$ cat config.mk
export PLATFORM = sky130hd
export DESIGN_NAME = vmask_feed
export DESIGN_NICKNAME = d
export VERILOG_FILES = /design/src/rtl/vmask_feed.sv
export SDC_FILE = /design/constraint.sdc
export NUM_CORES = 1
export LEC_CHECK = 0
export CORE_UTILIZATION = 51
export CTS_BUF_LIST = sky130_fd_sc_hd__clkbuf_4
export CTS_CLUSTER_SIZE = 28
export DETAILED_ROUTE_END_ITERATION = 12
export PLACE_DENSITY = 0.88
export RECOVER_POWER = 50
export SYNTH_ARGS = -nofsm -noshare
export SYNTH_HDL_FRONTEND = slang
export SYNTH_SLANG_ARGS = --single-unit
$ cat constraint.sdc
create_clock -name clk -period 6.7 [get_ports clk]
set_input_delay 2.01 -clock clk [delete_from_list [all_inputs] [get_ports clk]]
set_output_delay 2.01 -clock clk [all_outputs]
set_load 0.005 [all_outputs]
$ cat src/rtl/vmask_feed.sv
// vmask_feed: turns one mask-reduction request into a stream of mask beats
// for the popcount stage.
//
// On start, the element count (vl), the unmasked flag (vm) and a
// destination tag are captured. The block then requests ceil(vl/DW) beats
// of vs2/v0 mask data and forwards each returned beat one cycle later as
// vs2 & (vm ? ones : v0) & tailmask. Elements past vl in the final beat
// are cleared. A vl of 0 produces a single all-zero end beat and issues
// no read requests.
//
// Ports
//   clk, rst          clock; asynchronous active-low reset
//   start             launch one operation (only honoured while idle)
//   in_vl/in_vm/in_addr  operation parameters, sampled with start
//   rd_req/rd_idx     beat request and its beat index
//   rd_ready          request accepted when rd_req && rd_ready
//   rd_valid          returned beat valid (in order, latency >= 1)
//   rd_vs2/rd_v0      returned vs2 and v0 mask beats
//   out_m0/out_valid/out_end/out_addr  beat stream toward the popcount stage
//   busy              operation in progress
module vmask_feed #(
    parameter int REQ_DATA_WIDTH = 64,
    parameter int REQ_ADDR_WIDTH = 32,
    parameter int VL_WIDTH       = 16
) (
    input  logic                      clk,
    input  logic                      rst,
    input  logic                      start,
    input  logic [VL_WIDTH-1:0]       in_vl,
    input  logic                      in_vm,
    input  logic [REQ_ADDR_WIDTH-1:0] in_addr,
    output logic                      rd_req,
    output logic [VL_WIDTH-1:0]       rd_idx,
    input  logic                      rd_ready,
    input  logic                      rd_valid,
    input  logic [REQ_DATA_WIDTH-1:0] rd_vs2,
    input  logic [REQ_DATA_WIDTH-1:0] rd_v0,
    output logic [REQ_DATA_WIDTH-1:0] out_m0,
    output logic                      out_valid,
    output logic                      out_end,
    output logic [REQ_ADDR_WIDTH-1:0] out_addr,
    output logic                      busy
);

    localparam int DW = REQ_DATA_WIDTH;
    // Beat width expressed in the counter width; DW must be below 2^VL_WIDTH.
    localparam logic [VL_WIDTH-1:0] DW_V = VL_WIDTH'(REQ_DATA_WIDTH);
    localparam logic [VL_WIDTH-1:0] ONE  = VL_WIDTH'(1);

    typedef enum logic [1:0] {
        IDLE  = 2'd0,
        REQ   = 2'd1,
        DRAIN = 2'd2,
        ZERO  = 2'd3
    } state_t;

    state_t state_reg, state_next;

    logic [VL_WIDTH-1:0]       nb_reg;         // beats in this operation
    logic [VL_WIDTH-1:0]       rem_reg;        // vl mod DW (valid bits of last beat)
    logic                      vm_reg;
    logic [REQ_ADDR_WIDTH-1:0] addr_reg;
    logic [VL_WIDTH-1:0]       issue_cnt_reg;  // requests accepted so far
    logic [VL_WIDTH-1:0]       rcv_cnt_reg;    // beats received so far

    logic [DW-1:0]             out_m0_reg;
    logic                      out_valid_reg;
    logic                      out_end_reg;
    logic [REQ_ADDR_WIDTH-1:0] out_addr_reg;

    // Beat count: quotient plus one for a partial final beat. Cannot
    // overflow because the result never exceeds vl itself.
    logic [VL_WIDTH-1:0] rem_calc;
    logic [VL_WIDTH-1:0] nb_calc;
    assign rem_calc = in_vl % DW_V;
    assign nb_calc  = (in_vl / DW_V) + ((rem_calc != '0) ? ONE : '0);

    logic req_fire;
    logic req_last;
    logic rx_fire;
    logic rx_last;
    assign req_fire = (state_reg == REQ) && rd_ready;
    assign req_last = (issue_cnt_reg == nb_reg - ONE);
    // Returns only count while an operation is receiving and not yet complete.
    assign rx_fire  = rd_valid && ((state_reg == REQ) || (state_reg == DRAIN))
                      && (rcv_cnt_reg != nb_reg);
    assign rx_last  = (rcv_cnt_reg == nb_reg - ONE);

    // Thermometer of valid element bits for a partial final beat;
    // a remainder of zero means the final beat is full.
    logic [DW-1:0] tail_mask;
    for (genvar gi = 0; gi < DW; gi++) begin : g_tail
        assign tail_mask[gi] = (rem_reg == '0) || (rem_reg > VL_WIDTH'(gi));
    end

    logic [DW-1:0] v0_term;
    logic [DW-1:0] tail_term;
    logic [DW-1:0] beat_m0;
    assign v0_term   = vm_reg  ? {DW{1'b1}} : rd_v0;
    assign tail_term = rx_last ? tail_mask  : {DW{1'b1}};
    assign beat_m0   = rd_vs2 & v0_term & tail_term;

    always_ff @(posedge clk or negedge rst) begin
        if (!rst) begin
            state_reg <= IDLE;
        end else begin
            state_reg <= state_next;
        end
    end

    always_comb begin
        state_next = state_reg;
        case (state_reg)
            IDLE: begin
                if (start) begin
                    state_next = (in_vl == '0) ? ZERO : REQ;
                end
            end
            REQ: begin
                if (req_fire && req_last) begin
                    state_next = DRAIN;
                end
            end
            DRAIN: begin
                if (rx_fire && rx_last) begin
                    state_next = IDLE;
                end
            end
            ZERO: begin
                state_next = IDLE;
            end
            default: begin
                state_next = IDLE;
            end
        endcase
    end

    always_ff @(posedge clk or negedge rst) begin
        if (!rst) begin
            nb_reg        <= '0;
            rem_reg       <= '0;
            vm_reg        <= 1'b0;
            addr_reg      <= '0;
            issue_cnt_reg <= '0;
            rcv_cnt_reg   <= '0;
            out_m0_reg    <= '0;
            out_valid_reg <= 1'b0;
            out_end_reg   <= 1'b0;
            out_addr_reg  <= '0;
        end else begin
            if ((state_reg == IDLE) && start) begin
                nb_reg        <= nb_calc;
                rem_reg       <= rem_calc;
                vm_reg        <= in_vm;
                addr_reg      <= in_addr;
                issue_cnt_reg <= '0;
                rcv_cnt_reg   <= '0;
            end
            // Request and return counters advance independently.
            if (req_fire) begin
                issue_cnt_reg <= issue_cnt_reg + ONE;
            end
            if (rx_fire) begin
                rcv_cnt_reg <= rcv_cnt_reg + ONE;
            end

            out_m0_reg    <= '0;
            out_valid_reg <= 1'b0;
            out_end_reg   <= 1'b0;
            out_addr_reg  <= '0;
            if (rx_fire) begin
                out_m0_reg    <= beat_m0;
                out_valid_reg <= 1'b1;
                out_end_reg   <= rx_last;
                out_addr_reg  <= addr_reg;
            end else if (state_reg == ZERO) begin
                // Empty vector: a single all-zero end beat.
                out_valid_reg <= 1'b1;
                out_end_reg   <= 1'b1;
                out_addr_reg  <= addr_reg;
            end
        end
    end

    assign rd_req    = (state_reg == REQ);
    assign rd_idx    = rd_req ? issue_cnt_reg : '0;
    assign busy      = (state_reg != IDLE);
    assign out_m0    = out_m0_reg;
    assign out_valid = out_valid_reg;
    assign out_end   = out_end_reg;
    assign out_addr  = out_addr_reg;

endmodule

Word level (Yosys, flattened, before mapping) --
Index checks and enable logic that the tools add are counted.
Word-level totals: register bits 187, output and inout port bits 116
Operators by class: add/subtract/negate cells 4, magnitude comparators 64, equality and inequality tests 9, muxes and demuxes 18, bitwise gates (word level) 2, reduce and logical (&&, ||, !) cells 79
Operator list (count):
- 6-bit > comparator (second input constant) | 32
- 64-bit two-way mux | 3
- 64-bit bitwise AND | 2
- 6-bit by 5-bit > comparator with 1-bit output (second input constant) | 16
- 1-bit logical OR | 65
- 16-bit two-way mux | 4
- 32-bit two-way mux | 2
- 6-bit by 4-bit > comparator with 1-bit output (second input constant) | 8
- 16-bit by 1-bit adder with 16-bit output (second input constant) | 2
- 16-bit == test | 2
- 16-bit zero test | 2
- 6-bit by 3-bit > comparator with 1-bit output (second input constant) | 4
- 16-bit != test | 1
- 16-bit nonzero test | 1
- 16-bit by 1-bit subtractor with 16-bit output (second input constant) | 1
- 6-bit by 1-bit > comparator with 1-bit output (second input constant) | 2
- 6-bit by 2-bit > comparator with 1-bit output (second input constant) | 2
- 10-bit by 1-bit adder with 11-bit output | 1
- 2-bit two-way mux | 4
- 2-bit case mux with 4 select lines | 1
- 1-bit logical AND | 6
- 2-bit nonzero test | 3
- 2-bit == test (second input constant) | 2
- 1-bit two-way mux | 4
- other kinds (5) | 6

Longest topological paths before layout --
word-level depth 7, depth in mapped cells 10, mapped depth without buffers 9

Least setup slack after synthesis --
Ideal clock, no wire load.
path kind input to register, from input rd_ready, to register state_reg[0], arrival 3810 ps, required time 6573 ps, slack 2763 ps, cell stages on the path 7, path buffers 1, cell sequence and2_1 > clkbuf_1 > nand3_1 > or4_1 > o41a_1 > a221o_1 > mux2_1
Between the ends: word-level cells in the longest chain between the ends 4
Ends and longest elaborated chain:
- start: declaration | RTL line 34 | input logic rd_ready,
- 1-bit logical AND | RTL line 82 | assign req_fire = (state_reg == REQ) && rd_ready;
- 1-bit logical AND | RTL line 120 | if (req_fire && req_last) begin
- 2-bit by 1-bit != test with 1-bit output (no source line)
- 3-bit AND reduction (no source line)
- end signal: assignment | RTL line 107 | state_reg <= state_next;
- end: declaration | RTL line 57 | state_t state_reg, state_next;
Every way passes these cells. A chain may end at the register's enable or synchronous reset.

==> impl_metrics.json <==
{
  "drtIter0Drc": 667,
  "clk_transition_reported_paths_ns": 0.15,
  "cts_root_buffer": "sky130_fd_sc_hd__clkbuf_4",
  "insertion_delay_ns": 0.59,
  "floorplan.die.height_um": 133.1,
  "yosys_most_used_dff": "sky130_fd_sc_hd__dfrtp_1",
  "num_io_pins": 298,
  "maxSlewViolCount": 131,
  "worst_ir_drop_vdd_mv": 0.1936,
  "post_cts.resized_instances": 0,
  "clock_tree.buffer_depth": 2,
  "routed_wirelength_normalized_by_instance_count_um": 19.79,
  "post_synth_top_area_share": 0.5196,
  "post_synth_main_area_contributors": "sky130_fd_sc_hd__dfrtp_1, sky130_fd_sc_hd__mux2_2, sky130_fd_sc_hd__o211ai_1",
  "placed_cell_area_um2": 11850,
  "min_delay_path_depth": 1,
  "final.hold.worst_slack_ns": 0.5023,
  "timing.final.crit_share": 0.7192,
  "layoutNonFillerInstCount": 1367,
  "die_width_um": 133.1,
  "hpwl_mm": 19.80,
  "outcome": "complete, but fails checks",
  "synth-seq-cells": 182,
  "post_synthesis_net_count": 1060,
  "fp-row-count": 47,
  "global_route.usage.total": 0.3089,
  "final.setup.tns_ns": 0,
  "wirelength_met1_mm": 10.78,
  "critical_path_class": "in -> async",
  "overall_power_mw": 2.350,
  "max_slew_margin": -1.260,
  "worstSetupStartpointType": "input port",
  "powerDensity_nw_per_um2": 193.7,
  "firstDrtPassIters": 8,
  "cts-hold-fix-buffers": 0,
  "cts.sink_count": 182,
  "num_vias": 7946,
  "rr_worst_depth": 5,
  "syn_area_per_cell_um2": 10.10,
  "cts.htree.levels": 4,
  "number_of_instances_in_the_synthesized_netlist": 868,
  "synth_sequential_area_ratio": 0.5196,
  "clock-skew-final_ns": 0.02494,
  "worstSetupEndpointType": "asynchronous set/reset pin",
  "ys_warn_count": 0,
  "highest_count_cells_in_the_layout_ignoring_fill_and_taps": "sky130_fd_sc_hd__clkdlybuf4s50_1, sky130_fd_sc_hd__dfrtp_1, sky130_fd_sc_hd__nand2_1",
  "setup_repair_after_global_routing_missed_its_margin": "no",
  "grt_antenna_before_repair": 2,
  "cp_cell_sequence": "buf_6 > clkbuf_1",
  "met3RoutedLength_mm": 2.651,
  "post_cts_buffers": 0,
  "place_inst": 1333,
  "die_area_um2": 17710,
  "setup_violations": 0,
  "via_per_inst": 5.813,
  "critPathBufInv": 2,
  "max_capacitance_violation_count": 3,
  "largest_register_ff_count": 64,
  "worstHoldPathType": "reg -> reg",
  "fillerInstances": 1200,
  "numPortBuffers": 297,
  "finalWirelength_mm": 27.05,
  "grt_max_degree": 84,
  "initial_core_util": 0.5248,
  "topRoutingLayerUsed": "met4",
  "place_congestion": 0.8874,
  "final_net_count": 1324,
  "syn2layout_area_growth_pct": 38.42,
  "first_global_vias": 7618,
  "leakage_nw": 5.231,
  "slowest_stage": "sky130_fd_sc_hd__clkbuf_1",
  "finalHoldViolations": 0,
  "postLayoutCellArea_um2": 12130,
  "cpLargestDelayFamily": "buffers and inverters",
  "layout_min_cycle_time_ns": 4.818,
  "max_stage_delay_ns": 2.23,
  "number_of_enable_type_register_cells_in_the_synthesized_netlist": 0,
  "grt_first_pass_wirelength_mm": 41.99,
  "drive_above_1_share": 0.08559,
  "synth.largest_area_cell": "sky130_fd_sc_hd__dfrtp_1",
  "globalRoute.totalOverflow": 0,
  "synthesis.area_um2": 8765,
  "netlist-cell-type-count": 54,
  "violations": "max-capacitance violations, max-slew violations",
  "remaining_drc_errors": 0,
  "antenna_left": 0,
  "clock.fmax_ghz": 0.2075,
  "data_arrival_critical_path_ns": 4.86,
  "worst_slew_pin_slew_ns": 3.337,
  "cts_tree": "done",
  "critical_path_required_ns": 6.74,
  "asyncSetResetFlopFracSynth": 1.000,
  "met2_wire_length_mm": 12.64,
  "placeableCoreArea_um2": 16700,
  "tritoncts.num_buffers": 17,
  "timing.critical_path.depth": 2,
  "worst-path-max-fanout": 83,
  "final_common_cell": "sky130_fd_sc_hd__clkdlybuf4s50_1"
}
-- metrics by stage --
stage | util | setup WS (ns)
6_report | 0.7264 | 1.882
5_1_grt | 0.7263 | 1.175
4_1_cts | 0.7279 | 2.179
3_5_place_dp | 0.7093 | 2.275
3_3_place_gp | 0.7093 | 2.258
2_1_floorplan | - | 2.763
-- cell usage after synthesis (all sizes together), types with 2 or more instances --
cell and instances:
nor2 44, and2 21, nand3 34, nor2b 35, nand2 80, ha 10, nand4 6, a31oi 11
xor2 22, o211ai 54, or2 6, clkbuf 49, a22o 2, a21oi 56, nor3b 2, a21boi 2
xnor2 21, and3 12, a211oi 5, nor4 8, dfrtp 182, nand2b 5, mux2i 4, o21ai 75
nor4b 3, o31ai 6, inv 11, nor3 25, or4 5, nand4b 2, mux2 45, buf 9
or3 4
-- cells by family after synthesis --
group / synth area share
compound gates: 0.1519
xor+xnor: 0.04568
fa+ha+maj: 0.01428
buf+inv: 0.03212
flops: 0.5196
mux: 0.06238
simple gates: 0.1740
-- final cells by class --
| class | instances | area (um^2) | share of cell area |
|---|---|---|---|
| inverters | 11 | 41.29 | 0.003403 |
| clock buffers | 17 | 127.6 | 0.01052 |
| diodes | 2 | 5.005 | 0.0004125 |
| flip-flops and latches | 182 | 4556 | 0.3755 |
| clock inverters | 15 | 182.7 | 0.01506 |
| repair buffers | 303 | 3008 | 0.2479 |
| multi-input cells | 617 | 3936 | 0.3245 |
| well taps | 220 | 275.3 | 0.02269 |
-- metal layers --
metal,up-vias,GRT usage
met5,-,0
met4,0,0.1225
met3,79,0.09475
met2,448,0.4767
met1,3805,0.4088
li1,3614,-
-- report_power, final --
group	switching (mW)	internal (mW)
sequential	0.0396	1.16
combinational	0.241	0.252
clock	0.422	0.238
total	0.703	1.65
-- worst paths after layout --
kind                                     startpoint                      endpoint  slack (ns)
max reg2reg                   nb_reg[6]$_DFFE_PN0P_          out_m0[25]$_DFF_PN0_        2.18
min reg2reg                addr_reg[13]$_DFFE_PN0P_        out_addr[13]$_DFF_PN0_        0.50
max in group clk              nb_reg[6]$_DFFE_PN0P_          out_m0[25]$_DFF_PN0_        2.18
max                                             rst  issue_cnt_reg[2]$_DFFE_PN0P_        1.88
min in group asynchronous                       rst      addr_reg[19]$_DFFE_PN0P_        1.44
min                        addr_reg[13]$_DFFE_PN0P_        out_addr[13]$_DFF_PN0_        0.50
Note: power is estimated with default switching activity, not from simulation.
